## src/rtl/hilo_mdu_ctrl.sv

```systemverilog
// hilo_mdu_ctrl: HI/LO owner with multi-cycle multiply/accumulate and restoring divide sequencer
module hilo_mdu_ctrl (
  input  logic        clk,
  input  logic        resetn,
  input  logic        req_valid,
  input  logic [12:0] req_op,
  input  logic [31:0] src_a,
  input  logic [31:0] src_b,
  input  logic        flush,
  output logic        req_ready,
  output logic        resp_valid,
  output logic [31:0] resp_data,
  output logic        stall,
  output logic [31:0] hi_o,
  output logic [31:0] lo_o
);
  localparam logic [2:0] IDLE = 3'd0, MUL = 3'd1, ACC = 3'd2, DIV_PRE = 3'd3, DIV_ITER = 3'd4, DIV_POST = 3'd5;
  logic [2:0] state, state_nx;
  logic [12:0] op_lo;
  logic [31:0] a_r, b_r, hi, lo, div_q, div_r, diff;
  logic [63:0] prod, ext_a, ext_b, acc;
  logic [32:0] trial;
  logic [4:0] cnt;
  logic idle, accept, div_s, mul_only, sgn, add_op, sub_op, q_neg, r_neg, ge;
  assign op_lo = req_op & (~req_op + 13'd1);
  assign idle = state == IDLE;
  assign accept = req_valid & idle & ~flush;
  assign req_ready = idle;
  assign resp_valid = ~flush & (idle ? req_valid & (|op_lo[3:0] | ~|req_op) : (state == ACC) | (state == DIV_POST));
  assign resp_data = ~resp_valid ? 32'd0 : idle ? (op_lo[2] ? hi : op_lo[3] ? lo : 32'd0) : (state == ACC && mul_only) ? prod[31:0] : 32'd0;
  assign stall = req_valid & ~resp_valid & ~flush;
  assign hi_o = hi;
  assign lo_o = lo;
  assign ext_a = {{32{sgn & a_r[31]}}, a_r};
  assign ext_b = {{32{sgn & b_r[31]}}, b_r};
  assign acc = add_op ? {hi, lo} + prod : sub_op ? {hi, lo} - prod : prod;
  assign trial = {prod[63:32], prod[31]};
  assign ge = trial >= {1'b0, b_r};
  assign diff = trial[31:0] - b_r;
  assign div_q = b_r == 32'd0 ? 32'hFFFF_FFFF : q_neg ? -prod[31:0] : prod[31:0];
  assign div_r = b_r == 32'd0 ? a_r : r_neg ? -prod[63:32] : prod[63:32];
  assign state_nx = flush ? IDLE :
                    idle ? (~accept ? IDLE : |op_lo[12:6] ? MUL : |op_lo[5:4] ? DIV_PRE : IDLE) :
                    state == MUL ? ACC :
                    state == DIV_PRE ? DIV_ITER :
                    state == DIV_ITER ? (cnt == 5'd31 ? DIV_POST : DIV_ITER) : IDLE;
  always_ff @(posedge clk or negedge resetn)
    if (!resetn) begin
      state <= IDLE;
      a_r <= '0;
      b_r <= '0;
      hi <= '0;
      lo <= '0;
      prod <= '0;
      cnt <= '0;
      div_s <= 1'b0;
      mul_only <= 1'b0;
      sgn <= 1'b0;
      add_op <= 1'b0;
      sub_op <= 1'b0;
      q_neg <= 1'b0;
      r_neg <= 1'b0;
    end else begin
      state <= state_nx;
      if (accept) begin
        a_r <= src_a;
        b_r <= src_b;
        div_s <= op_lo[4];
        mul_only <= op_lo[8];
        sgn <= op_lo[6] | op_lo[8] | op_lo[9] | op_lo[11];
        add_op <= op_lo[9] | op_lo[10];
        sub_op <= op_lo[11] | op_lo[12];
      end
      if (accept & op_lo[0]) hi <= src_a;
      if (accept & op_lo[1]) lo <= src_a;
      if (state == MUL) prod <= ext_a * ext_b;
      if (state == ACC && !flush && !mul_only) {hi, lo} <= acc;
      if (state == DIV_PRE) begin
        q_neg <= div_s & (a_r[31] ^ b_r[31]);
        r_neg <= div_s & a_r[31];
        prod <= {32'd0, div_s & a_r[31] ? -a_r : a_r};
        b_r <= div_s & b_r[31] ? -b_r : b_r;
        cnt <= '0;
      end
      if (state == DIV_ITER) begin
        prod <= {ge ? diff : trial[31:0], prod[30:0], ge};
        cnt <= cnt + 5'd1;
      end
      if (state == DIV_POST && !flush) begin
        lo <= div_q;
        hi <= div_r;
      end
    end
endmodule
```

## config.mk

```make
export PLATFORM = sky130hd
export DESIGN_NAME = hilo_mdu_ctrl
export DESIGN_NICKNAME = d
export VERILOG_FILES = /design/src/rtl/hilo_mdu_ctrl.sv
export SDC_FILE = /design/constraint.sdc
export NUM_CORES = 2
export LEC_CHECK = 0
export CORE_MARGIN = 10
export CORE_UTILIZATION = 59
export DETAILED_ROUTE_END_ITERATION = 12
export PLACE_DENSITY = 0.91
export SYNTH_ARGS = -nofsm -noshare
export SYNTH_HDL_FRONTEND = slang
export SYNTH_SLANG_ARGS = --single-unit
```

## constraint.sdc

```tcl
create_clock -name clk -period 8.5 [get_ports clk]
set_input_delay 1.7 -clock clk [delete_from_list [all_inputs] [get_ports clk]]
set_output_delay 1.7 -clock clk [all_outputs]
set_load 0.05 [all_outputs]
```

==> flow_summary_export.csv <==
group,metric,value,unit
placed_design,gp_congestion,1.08,
critical_path,ff2ff_path_depth,31,
yosys,synth_area_leader_cell,"fa_1",
sta,finalSetupTns,0,ps
critical_path,endpoint_kind,"flop",
placed_design,dp_hpwl,201,mm
global_routing,grt_usage,42.2,%
yosys,synth-seq-cells,207,
clock_tree,hold_buffers,0,
sta,worst_pin_slew,1130,ps
critical_path,cp_max_fo,7,
critical_path,cp-start-kind,"flop",
drt,drc,0,
floorplanning,initial_core_util,59.4,%
floorplanning,fp.dieH,343,um
floorplanning,num_rows,118,
clock_tree,clock_latency,650,ps
yosys,syn_area,61500,um^2
floorplanning,dieArea,118000,um^2
sta,setup_violations,0,
critical_path,crit_top_cell,"fa_1",
drt,drt_first_pass_iters,12,
layout,drive_above_1_share,6.62,%
drt,vias,59000,
drt,antenna_left,0,
drt,drtIter0Drc,7287,
drt,wire_per_inst,28.0,um
yosys,synth_top_flop_cell,"dfrtp_1",
critical_path,cp-startpoint,"sgn$_DFFE_PN0P_",
yosys,synth_top_area_share,36.7,%
clock_tree,clk_path_buf_depth,3,
yosys,ys_seq_area_share,8.42,%
clock_tree,ctsRootBufferMaster,"clkbuf_16",
critical_path,max_stage_delay,560,ps
yosys,netlist_instances,7561,
global_routing,grt_max_degree,130,
layout,area.growth.synth_to_final,10.1,%
clock_tree,numCtsBuffers,30,
floorplanning,dieWidth,343,um
global_routing,antenna_found_initial,17,
min_path,hold_start,"q_neg$_DFFE_PN0P_",
clock_tree,cts_tree,"done",
critical_path,critPathRequiredTime,8990,ps
floorplanning,pin_count,180,
global_routing,grt-ovfl-total,0,
yosys,synthTopCellsByCount,"inv_1, fa_1, nand2_1, a21oi_1, nor2_1",
placed_design,io_buffers,179,
clock_tree,h-tree-depth,1,
yosys,synth_nets,9147,
yosys,synth_enable_flop_cells,0,
floorplanning,coreArea,103000,um^2
layout,finalNetCount,9187,
sta,fmax,0.120,GHz
global_routing,grt_pass1_vias,61100,
yosys,synthTopCellsByArea,"fa_1, dfrtp_1, inv_1, ha_1, nand2_1",
clock_tree,cts.sinks,207,
sta,finalHoldViolCount,0,
yosys,avgSynthCellArea,8.14,um^2
min_path,min_path_cells,2,
min_path,hold_path.class,"flop to flop",
job,cap_violations,0,
sta,finalCriticalPeriod,8310,ps
sta,relSlewSlack,24.3,%
sta,fin_skew,51.4,ps
yosys,synth_cell_type_count,89,
sta,drv_slew,0,
global_routing,grt_first_pass_wirelength,376,mm
clock_tree,clk_pin_slew_worst_paths,60,ps
critical_path,arrival,8800,ps
drt,routed_wl,252,mm
yosys,ys_warn_count,0,
outcome,outcome,"finished, final reports clean",
drt,via_per_inst,6.55,
yosys,synthArstFlopShare,100,%
critical_path,cp_slowest_cell,"fa_1",
critical_path,reg2reg_from,"sgn$_DFFE_PN0P_",
sta,fin_crit_sh,97.8,%
critical_path,path_class,"flop to flop",
yosys,yosysMostFrequentCell,"inv_1",
## cell usage in the layout, fill, tap and decap left out, types with 20 or more instances in the layout
cell	netlist	final
nand4_1	34	34
a211oi_1	70	67
xor2_1	41	41
and3_1	41	41
nand3_1	82	79
a31oi_1	54	50
nor4_1	35	33
inv_1	1316	1312
clkdlybuf4s50_1	0	178
o22ai_1	71	71
o221ai_1	31	30
nand2b_1	33	32
o21a_1	21	21
a221oi_1	49	48
o211ai_1	41	41
nor3_1	72	66
buf_4	0	267
or2_2	27	27
mux2i_1	22	22
o31ai_1	51	50
buf_12	0	50
a21oi_1	468	464
a21o_1	74	74
or3_1	29	27
xnor2_1	176	176
ha_1	377	372
o41ai_1	22	20
clkbuf_16	0	32
nand2_1	1059	1057
o21ai_0	321	313
fa_1	1128	1126
a221o_1	21	21
nor2b_1	25	24
nor2_1	454	445
and2_1	288	286
a22oi_1	56	56
dfrtp_1	207	198
o21bai_1	46	46
## area by class of cell
class / count / area (um^2)
clock inverter: 15 / 196
inverter: 1323 / 4970
timing repair buffer: 502 / 4900
antenna: 9 / 22.5
multi-input combinational: 5537 / 49900
sequential: 207 / 5190
fill: 8350 / 35800
tap: 1380 / 1730
clock buffer: 41 / 852
## sequential cells by signal, indices dropped and copies added, names as in the netlist, 3 cells and up
| register | count |
|---|---|
| hi_o | 32 |
| a_r | 32 |
| lo_o | 32 |
| prod | 64 |
| state | 3 |
| b_r | 32 |
| cnt | 5 |
## worst max-delay path, delay by kind of cell, from the launching register on
family / cells / cell delay (ps)
flip-flops: 1 / 390
AO/OA/AOI/OAI: 6 / 1010
buffers and inverters: 9 / 940
adder cells (fa/ha/maj): 9 / 4530
AND/OR/NAND/NOR: 6 / 1150
XOR/XNOR: 1 / 150
## what timing repair did
action,4_1_cts,5_1_grt
endpoints found under the setup margin,10,16
buffers inserted,0,7
pin swaps,0,5
gates cloned,0,2
resized for setup,12,57
## stage by stage
step	cell area, um^2	hold WS, ps	setup WS, ps	util (%)	cells
after floorplan	61500	465	147	-	7561
after global placement	66300	454	-6.58	64.0	8940
after detailed placement	66300	466	-200	64.0	8940
after CTS	67400	479	53.3	65.1	8996
after global routing	67700	499	-34.1	65.4	9006
final	67700	480	191	65.4	9014
## per-layer routing
metal	up-vias	GRT usage [%]	routed length, um
met3	1312	12.5	33300
met2	4404	65.1	110000
met1	29000	50.3	85800
met5	-	0.0408	103
li1	24300	-	-
met4	14	29.8	23100
## path summary, 6_finish.rpt
kind | to | slack, ps
max | prod[62]$_DFFE_PN0P_ | 190
min reg2reg | q_neg$_DFFE_PN0P_ | 480
max in group asynchronous | a_r[15]$_DFFE_PN0P_ | 6050
max reg2reg | prod[62]$_DFFE_PN0P_ | 190
min in group asynchronous | lo_o[30]$_DFFE_PN0P_ | 1030
min | q_neg$_DFFE_PN0P_ | 480
## kinds of logic after synthesis
group | count (synthesis) | share of synthesized area, %
and+or+nand+nor | 2242 | 16.6
buffers and inverters | 1817 | 11.1
AOI/OAI and AO/OA | 1550 | 16.1
adders and majority gates | 1505 | 44.4
xor gates and xnor gates | 217 | 3.09
DFF | 207 | 8.42
muxes | 23 | 0.376
Power is left out: the tool's default activity adds up to more than one toggle a clock period on the data nets, which glitch-free logic cannot reach.
